[src/rtl/madgwick_stream_ctrl.sv]
// madgwick_stream_ctrl: sequences raw IMU samples into the madgwick filter
// core and holds the latest quaternion plus status for the register block.
//
// Handshakes: a transfer happens on a rising clk edge where valid and ready
// are both high. As initiator (valid_in/ready_in) the controller raises
// valid_in and holds the sample outputs stable until ready_in is seen. As
// responder (valid_out/ready_out) it raises ready_out while waiting and takes
// the quaternion on the first cycle valid_out is high. Only one filter
// transaction is in flight at a time. While one is in flight, a single
// pending slot holds the newest sample that has not been sent yet.
module madgwick_stream_ctrl #(
  parameter int                          ACC_WIDTH  = 11,
  parameter int                          GYRO_WIDTH = 10,
  parameter int                          Q_WIDTH    = 16,
  parameter logic signed [Q_WIDTH-1:0]   Q_ONE      = 16'sh4000,
  parameter int                          CNT_WIDTH  = 8,
  parameter int                          TIMEOUT    = 1024
) (
  input  logic                          clk,
  input  logic                          rst_n,
  input  logic                          sample_valid,
  input  logic signed [ACC_WIDTH-1:0]   a_x_in,
  input  logic signed [ACC_WIDTH-1:0]   a_y_in,
  input  logic signed [ACC_WIDTH-1:0]   a_z_in,
  input  logic signed [GYRO_WIDTH-1:0]  w_x_in,
  input  logic signed [GYRO_WIDTH-1:0]  w_y_in,
  input  logic signed [GYRO_WIDTH-1:0]  w_z_in,
  output logic                          valid_in,
  input  logic                          ready_in,
  output logic signed [ACC_WIDTH-1:0]   a_x,
  output logic signed [ACC_WIDTH-1:0]   a_y,
  output logic signed [ACC_WIDTH-1:0]   a_z,
  output logic signed [GYRO_WIDTH-1:0]  w_x,
  output logic signed [GYRO_WIDTH-1:0]  w_y,
  output logic signed [GYRO_WIDTH-1:0]  w_z,
  input  logic                          valid_out,
  output logic                          ready_out,
  input  logic signed [Q_WIDTH-1:0]     q_w,
  input  logic signed [Q_WIDTH-1:0]     q_x,
  input  logic signed [Q_WIDTH-1:0]     q_y,
  input  logic signed [Q_WIDTH-1:0]     q_z,
  output logic signed [Q_WIDTH-1:0]     q_w_o,
  output logic signed [Q_WIDTH-1:0]     q_x_o,
  output logic signed [Q_WIDTH-1:0]     q_y_o,
  output logic signed [Q_WIDTH-1:0]     q_z_o,
  output logic [CNT_WIDTH-1:0]          q_seq,
  output logic [CNT_WIDTH-1:0]          drop_cnt,
  output logic                          q_new,
  input  logic                          clr_new,
  output logic                          timeout_err,
  output logic                          busy,
  output logic [1:0]                    state_dbg
);

  localparam int SW = 3 * ACC_WIDTH + 3 * GYRO_WIDTH;
  localparam int TW = $clog2(TIMEOUT);
  localparam logic [TW-1:0] TCNT_LAST = TW'(TIMEOUT - 1);

  typedef enum logic [1:0] {
    S_IDLE = 2'd0,
    S_SEND = 2'd1,
    S_WAIT = 2'd2
  } state_t;

  state_t          state;
  state_t          state_next;
  logic [SW-1:0]   in_vec;
  logic [SW-1:0]   sample_r;
  logic [SW-1:0]   pend_r;
  logic            pend_valid;
  logic [TW-1:0]   tcnt;

  logic load_in;
  logic load_pend;
  logic pend_set;
  logic pend_clr;
  logic drop_inc;
  logic tcnt_clr;
  logic tcnt_inc;
  logic capture;
  logic abort;

  assign in_vec = {a_x_in, a_y_in, a_z_in, w_x_in, w_y_in, w_z_in};
  assign {a_x, a_y, a_z, w_x, w_y, w_z} = sample_r;
  assign state_dbg = state;

  // Next-state and datapath control; the pending slot is only touched while busy.
  always_comb begin
    state_next = state;
    load_in    = 1'b0;
    load_pend  = 1'b0;
    pend_set   = 1'b0;
    pend_clr   = 1'b0;
    drop_inc   = 1'b0;
    tcnt_clr   = 1'b0;
    tcnt_inc   = 1'b0;
    capture    = (state == S_WAIT) && valid_out;
    abort      = (state == S_WAIT) && !valid_out && (tcnt == TCNT_LAST);
    case (state)
      S_IDLE: begin
        if (sample_valid) begin
          load_in    = 1'b1;
          state_next = S_SEND;
        end
      end
      S_SEND: begin
        if (ready_in) begin
          state_next = S_WAIT;
          tcnt_clr   = 1'b1;
        end
        if (sample_valid) begin
          pend_set = 1'b1;
          drop_inc = pend_valid;
        end
      end
      S_WAIT: begin
        if (capture || abort) begin
          if (pend_valid) begin
            // Oldest unsent sample goes first; a same-cycle strobe refills the slot.
            load_pend  = 1'b1;
            state_next = S_SEND;
            if (sample_valid) pend_set = 1'b1;
            else              pend_clr = 1'b1;
          end else if (sample_valid) begin
            load_in    = 1'b1;
            state_next = S_SEND;
          end else begin
            state_next = S_IDLE;
          end
        end else begin
          tcnt_inc = 1'b1;
          if (sample_valid) begin
            pend_set = 1'b1;
            drop_inc = pend_valid;
          end
        end
      end
      default: state_next = S_IDLE;
    endcase
  end

  // Sample registers toward the filter, pending slot and WAIT_Q timeout counter.
  always_ff @(posedge clk or negedge rst_n) begin
    if (!rst_n) begin
      sample_r   <= '0;
      pend_r     <= '0;
      pend_valid <= 1'b0;
      tcnt       <= '0;
    end else begin
      if (load_in)        sample_r <= in_vec;
      else if (load_pend) sample_r <= pend_r;
      if (pend_set) begin
        pend_r     <= in_vec;
        pend_valid <= 1'b1;
      end else if (pend_clr) begin
        pend_valid <= 1'b0;
      end
      if (tcnt_clr)      tcnt <= '0;
      else if (tcnt_inc) tcnt <= tcnt + TW'(1);
    end
  end

  // State register, registered handshake/busy outputs and quaternion status.
  always_ff @(posedge clk or negedge rst_n) begin
    if (!rst_n) begin
      state       <= S_IDLE;
      valid_in    <= 1'b0;
      ready_out   <= 1'b0;
      busy        <= 1'b0;
      q_w_o       <= Q_ONE;
      q_x_o       <= '0;
      q_y_o       <= '0;
      q_z_o       <= '0;
      q_seq       <= '0;
      drop_cnt    <= '0;
      q_new       <= 1'b0;
      timeout_err <= 1'b0;
    end else begin
      state     <= state_next;
      valid_in  <= (state_next == S_SEND);
      ready_out <= (state_next == S_WAIT);
      busy      <= (state_next != S_IDLE);
      if (capture) begin
        q_w_o <= q_w;
        q_x_o <= q_x;
        q_y_o <= q_y;
        q_z_o <= q_z;
        q_seq <= q_seq + CNT_WIDTH'(1);
      end
      if (drop_inc && (drop_cnt != '1)) drop_cnt <= drop_cnt + CNT_WIDTH'(1);
      // A capture wins over a simultaneous clear so a fresh result is never hidden.
      if (capture)      q_new <= 1'b1;
      else if (clr_new) q_new <= 1'b0;
      if (abort) timeout_err <= 1'b1;
    end
  end

endmodule

[config.mk]
export PLATFORM = sky130hd
export DESIGN_NAME = madgwick_stream_ctrl
export DESIGN_NICKNAME = d
export VERILOG_FILES = /design/src/rtl/madgwick_stream_ctrl.sv
export SDC_FILE = /design/constraint.sdc
export NUM_CORES = 1
export LEC_CHECK = 0
export ABC_AREA = 1
export CAP_MARGIN = 40
export CORE_AREA = 2 2 161 163
export CTS_CLUSTER_DIAMETER = 80
export DETAILED_ROUTE_END_ITERATION = 12
export DIE_AREA = 0 0 163 165
export MAX_ROUTING_LAYER = met4
export PLACE_DENSITY = 0.68
export SYNTH_ARGS = -nofsm -noshare
export SYNTH_HDL_FRONTEND = slang
export SYNTH_SLANG_ARGS = --single-unit
[constraint.sdc]
create_clock -name clk -period 2.5 [get_ports clk]
set_clock_uncertainty 0.15 [all_clocks]
set_input_delay 0.5 -clock clk [delete_from_list [all_inputs] [get_ports clk]]
set_output_delay 0.5 -clock clk [all_outputs]
set_load 0.005 [all_outputs]
==> reports/metrics.cfg <==
[status]
status = finished clean

[clock_tree]
ctsResizeCount = 0
cts_tree = built
numClockSinks = 224
clkTransAtPathRegs_ps = 60
cts_buffers = 26
htreeDepth = 1
clkLatencyLatePin_ps = 520
clockBufferDepth = 3
cts.root.buffer_cell = clkbuf_16

[setup_path]
cp_data_arrival_time_ps = 2590
slowest_stage = dfrtp_1
path_cells = inv_1 -> ha_1 -> nand2_1 -> nor3_2 -> nand3_2 -> nand2_2 -> nand3_1 -> nand2_4 -> buf_12 -> nand2_1 -> nand3_1
cpPeakStageDelay_ps = 440
cp-end-kind = register
critPathMaxFanout = 22
critPathTopFamily = simple AND/OR/NAND/NOR gates
critPathRequiredTime_ps = 2800
start_kind = register
path_buf_inv = 2
worstSetupPathType = register to register

[global_routing]
antenna_found_initial = 1
gr-total-overflow = 0
grt_max_degree = 64
grt_pass1_vias = 8970
grt_pass1_wl_um = 48000
grt_usage_pct = 23.0

[drt]
firstDrtPassIters = 6
drc = 0
first_iter_violations = 648
drt_wl_total_um = 30100
vias_per_cell = 5.24
postRouteAntennaNets = 0
vias = 9076
wl_per_cell_um = 17.4

[placed_design]
port_buffers = 282
gp_congestion = 0.787
dp_hpwl_um = 19700

[die]
die_h_um = 165
core_um2 = 25000
die_area_um2 = 26900
initial_core_util_pct = 39.8
die_x_um = 163
num_io_pins = 283
num_rows = 58

[yosys]
syn_nets = 1260
netlist_area_um2 = 9960
async_flop_share_pct = 100
ys_warn_count = 0
syn_inst = 1120
seq_area_frac_synth_pct = 56.3
synth.distinct_cells = 30
synth-seq-cells = 224
synth_top_flop_cell = dfrtp_1
synth_edf_count = 0
syn_avg_cell_area_um2 = 8.89

[cells_and_area]
nets = 1522
fillers = 2233
synthToLayoutAreaGrowth_pct = 42.2
drive_gt1_share_pct = 7.00
fin_util_pct = 56.5

[pwr]
peakVddDrop_uv = 627
p_switching_w = 0.00590
switching_share_pct = 34.8
seq_power_share_pct = 36.2
pwr-share-comb_pct = 39.5
clockPowerShare_pct = 24.3
intPower_w = 0.0111
leakage_nw = 6.65
powerDensity_nw_per_um2 = 1200

[timing]
rsz0062_at_grt = false
fmax_mhz = 436
tns_ps = 0
setup_viol = 0
hold_viol_final = 0
tightest_slew_ps = 754
finalCritPeriodShare_pct = 91.8
relSlewSlack_pct = 49.7
layout_min_cycle_time_ps = 2290
slew_viol_final = 0

[job]
max_cap_viol_count = 0

[hold_path]
hp-class = register to register

==> cell families after synthesis <==
logic type / Yosys count / synth area share [%]
fa+ha+maj: 7 / 0.880
compound gates: 79 / 6.35
xor+xnor: 17 / 1.50
flops: 224 / 56.3
simple gates: 679 / 29.5
buf+inv: 114 / 5.50
==> through the flow <==
stage | hold WS [ps] | setup WS [ps] | cells | area (um^2) | power, W
6_report | 315 | 206 | 1732 | 14200 | 0.0170
5_1_grt | 332 | 2.56 | 1732 | 14200 | 0.0181
4_1_cts | 320 | 163 | 1731 | 14100 | 0.0171
3_5_place_dp | 309 | 126 | 1683 | 13200 | 0.0129
3_3_place_gp | 303 | 183 | 1683 | 13200 | 0.0128
2_1_floorplan | 54.4 | 619 | 1120 | 9960 | 0.00921
==> layout make-up <==
| cell class | instances | area [um^2] | share of cell area (%) |
|---|---|---|---|
| sequential | 224 | 5610 | 39.6 |
| timing repair buffer | 312 | 3240 | 22.9 |
| inverter | 36 | 135 | 0.955 |
| clock buffer | 38 | 797 | 5.63 |
| multi-input combinational | 782 | 3810 | 26.9 |
| antenna | 1 | 2.50 | 0.0177 |
| clock inverter | 9 | 148 | 1.04 |
| tap | 330 | 413 | 2.92 |
==> power groups by stage <==
stage          logic (W)  registers (W)  clock network (W)
6_report         0.00670        0.00614            0.00412
5_1_grt          0.00744        0.00632            0.00435
4_1_cts          0.00679        0.00614            0.00419
3_5_place_dp     0.00678        0.00616                  0
3_3_place_gp     0.00666        0.00613                  0
2_1_floorplan    0.00312        0.00608                  0
==> routing by layer <==
metal | track usage (%) | routed length [um] | vias to the layer above
met1 | 29.7 | 12600 | 4347
met5 | - | 0 | -
met2 | 35.8 | 14000 | 395
met4 | 7.56 | 869 | 0
li1 | - | - | 4269
met3 | 5.45 | 2630 | 65
==> worst register-to-register path, delay by kind of cell (launching register included) <==
kind | cells | cell delay, ps
adders and majority gates | 1 | 310
DFF | 1 | 440
and+or+nand+nor | 8 | 1020
buffers and inverters | 2 | 310
==> cell usage after synthesis, drive strengths merged, types with 5 or more instances <==
library cell,n,area (um^2)
nand2,435,1660
dfrtp,223,5580
nand3,215,1110
o2111ai,63,552
buf,44,285
inv,36,135
clkbuf,34,128
o21ai,13,65.1
nor2,12,55.1
xor2,12,105
nor3,9,60.1
ha,7,87.6
nand4,6,37.5
xnor2,5,43.8
==> flip-flops by register name (all words and copies together) (netlist names) <==
name / count
state_dbg: 2
valid_in: 1
busy: 1
timeout_err: 1
sample_r: 63
tcnt: 10
q_z_o: 16
q_y_o: 16
q_w_o: 16
q_new: 1
q_seq: 8
q_x_o: 16
ready_out: 1
pend_valid: 1
pend_r: 63
drop_cnt: 8
==> cell usage in the layout (no fill, tap or decap), types with 5 or more instances in the layout <==
cell type / count
dfrtp_1: 222
o2111ai_1: 63
nand2_2: 5
nand3_1: 211
ha_1: 7
clkbuf_16: 27
buf_4: 14
clkbuf_8: 8
nor3_1: 6
xor2_1: 12
inv_2: 5
buf_12: 15
o21ai_0: 11
clkdlybuf4s50_1: 281
xnor2_1: 5
nand2_1: 428
nand4_1: 6
nor2_1: 10
inv_1: 31
==> what timing repair did <==
item / in CTS / in global routing
hold buffers: 1 / 0
buffers inserted: 0 / 0
endpoints found under the hold margin: 53 / 0
==> worst paths after layout <==
check                      slack (ps)  cells after the start                       end                   start
hold / removal                    310                      1      q_seq[7]$_DFFE_PN0P_    q_seq[7]$_DFFE_PN0P_
setup reg to reg                  210                     11  sample_r[43]$_DFFE_PN0P_  state_dbg[0]$_DFF_PN0_
max in group asynchronous        1120                      3     q_w_o[14]$_DFFE_PN1P_                   rst_n
min in group asynchronous         360                      2  sample_r[18]$_DFFE_PN0P_                   rst_n
setup / recovery                  210                     11  sample_r[43]$_DFFE_PN0P_  state_dbg[0]$_DFF_PN0_
hold reg to reg                   310                      1      q_seq[7]$_DFFE_PN0P_    q_seq[7]$_DFFE_PN0P_
(Power assumes the default switching activity.)
